## src/rtl/tetris_pkg.sv

```systemverilog
// Shared Tetris definitions: grid geometry, line-clear FSM states and the
// per-clear scoring table.
package tetris_pkg;

    localparam int ROWS = 22;
    localparam int COLS = 10;

    typedef logic [ROWS-1:0][COLS-1:0] grid_t;

    typedef enum logic [1:0] {
        IDLE,
        SCAN,
        FINISH
    } line_clear_state_t;

    // Points awarded for one clear, indexed by min(lines, 4)
    localparam int unsigned POINTS [5] = '{0, 40, 100, 300, 1200};

endpackage

```

## src/rtl/score_acc.sv

```systemverilog
// Saturating score accumulator step: adds the points for a clear of
// lines_i rows to score_i, clamping at all-ones instead of wrapping.
module score_acc
    import tetris_pkg::*;
#(
    parameter int SCORE_W = 20
) (
    input  logic [SCORE_W-1:0] score_i,
    input  logic [4:0]         lines_i,
    output logic [SCORE_W-1:0] score_o
);

    logic [2:0]       idx;
    logic [SCORE_W:0] sum;

    always_comb begin
        idx     = (lines_i > 5'd4) ? 3'd4 : lines_i[2:0];
        sum     = {1'b0, score_i} + (SCORE_W+1)'(POINTS[idx]);
        score_o = sum[SCORE_W] ? '1 : sum[SCORE_W-1:0];
    end

endmodule

```

## src/rtl/line_clear.sv

```systemverilog
// Line-clear stage: scans the captured grid bottom-up one row per clock,
// compacting non-full rows downward in place, then publishes the result.
module line_clear #(
    parameter int ROWS    = tetris_pkg::ROWS,
    parameter int COLS    = tetris_pkg::COLS,
    parameter int SCORE_W = 20
) (
    input  logic                      clk,
    input  logic                      rst_n,
    input  logic                      start_i,
    input  logic [ROWS-1:0][COLS-1:0] grid_i,
    output logic [ROWS-1:0][COLS-1:0] grid_o,
    output logic                      busy_o,
    output logic                      done_o,
    output logic [4:0]                lines_o,
    output logic [SCORE_W-1:0]        score_o
);
    import tetris_pkg::*;

    localparam int RW = $clog2(ROWS);

    line_clear_state_t         state, state_nxt;
    logic [ROWS-1:0][COLS-1:0] work, cleared;
    logic [RW-1:0]             rd, wr;
    logic [4:0]                cnt;
    logic [SCORE_W-1:0]        score_nxt;
    logic                      row_full;

    assign row_full = &work[rd];
    assign busy_o   = (state != IDLE);

    // After the scan wr == cnt-1, so rows above it hold stale data
    always_comb begin
        for (int r = 0; r < ROWS; r++)
            cleared[r] = (r < int'(cnt)) ? '0 : work[r];
    end

    score_acc #(.SCORE_W(SCORE_W)) u_score_acc (
        .score_i (score_o),
        .lines_i (cnt),
        .score_o (score_nxt)
    );

    always_ff @(posedge clk or negedge rst_n) begin
        if (!rst_n) state <= IDLE;
        else        state <= state_nxt;
    end

    always_comb begin
        state_nxt = state;
        case (state)
            IDLE:    if (start_i) state_nxt = SCAN;
            SCAN:    if (rd == '0) state_nxt = FINISH;
            FINISH:  state_nxt = IDLE;
            default: state_nxt = IDLE;
        endcase
    end

    always_ff @(posedge clk or negedge rst_n) begin
        if (!rst_n) begin
            work    <= '0;
            rd      <= '0;
            wr      <= '0;
            cnt     <= '0;
            grid_o  <= '0;
            lines_o <= '0;
            score_o <= '0;
            done_o  <= 1'b0;
        end else begin
            done_o <= 1'b0;
            case (state)
                IDLE: begin
                    if (start_i) begin
                        work <= grid_i;
                        rd   <= RW'(ROWS-1);
                        wr   <= RW'(ROWS-1);
                        cnt  <= '0;
                    end
                end
                SCAN: begin
                    // wr >= rd, so the copy never clobbers an unread row
                    if (row_full) begin
                        cnt <= cnt + 5'd1;
                    end else begin
                        work[wr] <= work[rd];
                        wr       <= wr - RW'(1);
                    end
                    rd <= rd - RW'(1);
                end
                FINISH: begin
                    grid_o  <= cleared;
                    lines_o <= cnt;
                    score_o <= score_nxt;
                    done_o  <= 1'b1;
                end
                default: ;
            endcase
        end
    end

endmodule

```

## config.mk

```make
export PLATFORM = sky130hd
export DESIGN_NAME = line_clear
export DESIGN_NICKNAME = d
export VERILOG_FILES = /design/src/rtl/tetris_pkg.sv /design/src/rtl/score_acc.sv /design/src/rtl/line_clear.sv
export SDC_FILE = /design/constraint.sdc
export NUM_CORES = 1
export LEC_CHECK = 0
export CAP_MARGIN = 20
export CORE_ASPECT_RATIO = 2
export CORE_UTILIZATION = 40
export CTS_CLUSTER_DIAMETER = 40
export CTS_CLUSTER_SIZE = 24
export DETAILED_ROUTE_END_ITERATION = 6
export PLACE_DENSITY_LB_ADDON = 0.12
export SLEW_MARGIN = 20
export SYNTH_ARGS = -nofsm -noshare
export SYNTH_HDL_FRONTEND = slang
export SYNTH_SLANG_ARGS = --single-unit
```

## constraint.sdc

```tcl
create_clock -name clk -period 4.3 [get_ports clk]
set_clock_uncertainty 0.2 [all_clocks]
set_input_delay 0.43 -clock clk [delete_from_list [all_inputs] [get_ports clk]]
set_output_delay 0.43 -clock clk [all_outputs]
set_load 0.01 [all_outputs]
```

==> results.md <==
- RR Startpoint: rd[0]
- Reg2Reg Capture Point: work[20]
- CTS sink cnt: 482
- Status: complete, no violations
- Syn nets: roughly 2100
- Initial Util: about two fifths
- Ys flop type: dfrtp_1
- Worst-Skew Late Latency: approximately 600 ps
- Share of the synthesized area in the top cell type: between 50% and 60%
- Routed length on met3: 5590 µm
- CP endpoint kind: register
- Die height: approximately 340 µm
- CTS tree: built
- # DRC: 0
- Clock group share of total power: 23.7%
- Count of max-cap constraint violations: 0
- Clock-pin slew of the registers on the worst-case setup and hold paths: roughly 90 ps
- Minimum clock period: about 4000 ps
- Grt total ovfl: 0
- Yosys reg bits: 482
- Total wire length: around 93000 µm
- Worst path required time: 4570 ps
- RSZ-0062 raised after global routing: no
- Ports: 470
- Critical path class: register to register
- Switching power: between 7 and 8 mW
- TritonRoute pass-1 iters: 5
- Post-Layout Cell Count: a little over 3000
- Pin count of the biggest net entering global routing: between 100 and 150
- CP max-delay cell: or3_1
- Mapped Cells: between 1500 and 2000
- Diodes inserted: 0
- Area Growth Syn to Fin: 31.8%
- Slew Limit Fails: 0
- First-pass GRT wire length: 135000 µm
- Cells along the critical path: buf_12, mux4_2, mux2i_1, o32ai_4, nand2_1, nor4_4, buf_4, or3_1, mux2_2
- Fin crit share: a little over 90%
- Die W: 173 µm
- Seq/Total Area, Yosys: between 50% and 60%
- Synth Warn #: 0
- Nets: 2555
- Endpoints failing setup: 0
- Post-DP HPWL: 67700 µm
- Seq pwr share: 34.9%
- Avg Cell Area, Syn: approximately 13 µm²
- Flop2flop setup slack: between 200 and 300 ps
- CTS max path bufs: 3
- Crit path max fanout: 31
- Vias in the first global route: slightly below 20000
- Post-synth EDFFs: 0
- Postcts setup bufs: 0
- TNS Setup: 0 ps
- Post-synth cell types: 64
- DR vias/cell: about 6.0
- Post-Syn Area: 23300 µm²
- Max incr delay on CP: 620 ps
- Peak Freq: roughly 0.25 GHz
- Critical path arrival: ~4300 ps
- Final ANT Viol Nets: 0
- Port buffer count: 469
- Max layer used: met5
- Antenna violations before repair: 1
- RD Place Congestion: 0.900
- R2r worst-path depth: 9
- Hold Path Class: input port to async pin
- Cell Count Post-Placement: between 3000 and 4000
- Kind of cell adding the most delay to the critical path: multiplexers
- Met1 WL: around 36000 µm
- Combinational power share: about two fifths
- Filler cells: 5015
- PD cells: 609 nW/µm²
- Routed wire per std cell: 30.0 µm
- Slew @ Worst Pin: 1190 ps
- Launching element type of the critical path: register
- Int Power: about 11 mW
- Met2 Wirelength: approximately 46000 µm
- Clock buffer count from CTS: between 40 and 50
- Crit. Startpoint: rd[0]
- Share of cells above drive strength 1: between 15 and 20%
- Root Buffer: clkbuf_16
- Synth async-reset ratio: 100%
- 1st-iter DRT viols: 1568
- # rows: 124
- Worst rel slew slack: between 20% and 30%
- Synth area leader: dfrtp_1
- Leak pwr: 14.0 nW
- Synth top area cells: dfrtp_1 52%, a22o_1 15%, mux2_4 6.4%
- VDD IR max: 0.443 mV
- GRT Resource Usage Total: between 30% and 40%
- Multi-input logic area: ~11000 µm²
- Buffers plus inverters on the worst setup path: 2
- Area of the core: between 50000 and 60000 µm²
- Sequential cell area: 12100 µm²
- Sw Share: about two fifths
- Endpoints failing hold: 0
- H-tree levels: 2
- Area of the die: between 50000 and 60000 µm²
- Vias: 18682
[placed cells by master (no fill, tap or decap), drive strengths merged, types with 10 or more instances in the layout]
cell and count:
a21oi 32, a22o 387, buf 78, clkbuf 47, clkdlybuf4s50 468, clkinv 11, dfrtp 482, ha 16
inv 26, mux2 223, mux2i 74, mux4 22, nand2 155, nand2b 10, nand3 24, nand3b 12
nor2 60, nor4 12, o21ai 29, o22ai 24, o31ai 34, or3 10, xnor2 10
[sequential cells by signal (all words and copies together) (netlist names)]
signal / flops
wr: 5
work: 220
cnt: 5
state: 2
score_o: 19
lines_o: 5
rd: 5
done_o: 1
grid_o: 220
[power groups by stage]
| stage | clock [mW] | sequential, mW | combinational [mW] |
|---|---|---|---|
| 6_report | 4.45 | 6.54 | 7.76 |
| 5_1_grt | 4.68 | 6.62 | 8.14 |
| 4_1_cts | 4.53 | 6.50 | 7.73 |
| 3_5_place_dp | 0 | 6.58 | 7.71 |
| 3_3_place_gp | 0 | 6.54 | 7.58 |
| 2_1_floorplan | 0 | 6.11 | 4.88 |
[layout make-up]
cell class	instances	share of cell area, %
Tap cell	756	3.07
Inverter	17	0.207
Clock buffer	47	3.65
Timing Repair Buffer	547	17.6
Sequential cell	482	39.2
Clock inverter	32	1.59
Multi-Input combinational cell	1224	34.7
[through the flow]
step	total power [mW]	worst slack [ps]	hold slack (ps)	instance area (µm²)	util, %
2_1_floorplan	11.0	567	-65.6	23300	-
3_3_place_gp	14.1	444	254	29100	50.7
3_5_place_dp	14.3	369	264	29100	50.8
4_1_cts	18.8	334	277	30800	53.6
5_1_grt	19.4	82.2	300	30800	53.6
6_report	18.7	289	248	30800	53.6
[worst reg2reg max path: stages (launching register included)]
cell	delay (ps)
dfrtp_4	540
buf_12	270
mux4_2	650
mux2i_1	590
o32ai_4	180
nand2_1	150
nor4_4	60
buf_4	220
or3_1	620
mux2_2	390
[synthesized netlist by cell type, types with 4 or more instances]
master      n
a21o_1      6
a21oi_1    32
a22o_1    387
a22oi_1     5
a31oi_1     7
and2_1      7
and3_1      6
buf_1       5
buf_2      18
buf_4       8
clkbuf_1  110
dfrtp_1   482
ha_1       16
inv_1      16
mux2_1     10
mux2_2    113
mux2_4    100
mux2i_1    74
mux4_2     22
nand2_1   155
nand2b_1   10
nand3_1    24
nand3b_1   12
nand4_1     4
nor2_1     60
nor2b_1     5
nor3_1      4
nor4_1     11
o211ai_1    5
o21ai_0    21
o21ai_2     5
o22ai_1    24
o31ai_1    22
o31ai_4    11
or3_1      10
xnor2_1    10
[worst max path at each step]
stage	to	slack, ps	depth (start not counted)
final	work[20]	290	9
after detailed placement	work[20]	370	9
after global placement	work[20]	440	10
after CTS	work[20]	330	9
after global routing	score_o[10]	80	15
after floorplan	score_o[6]	570	18
[metal layers]
layer	track usage, %	vias up
met3	4.82	187
met4	16.8	2
met1	37.4	9640
met5	0	-
met2	53.5	868
li1	-	7985
[what timing repair did]
action                    in CTS  in global routing
hold endpoints to repair      76                  0
gates resized for setup        0                  0
hold buffers                   1                  0
[cells by family (layout without fill, tap and decap cells)]
group	after synthesis	after routing	share of synthesized area (%)
compound gates	545	545	19.6
flops	482	482	51.7
simple gates	332	332	6.80
mux	319	319	17.7
buf+inv	161	643	2.91
fa+ha+maj	17	17	0.943
xor+xnor	11	11	0.413
(Power assumes the default switching activity.)
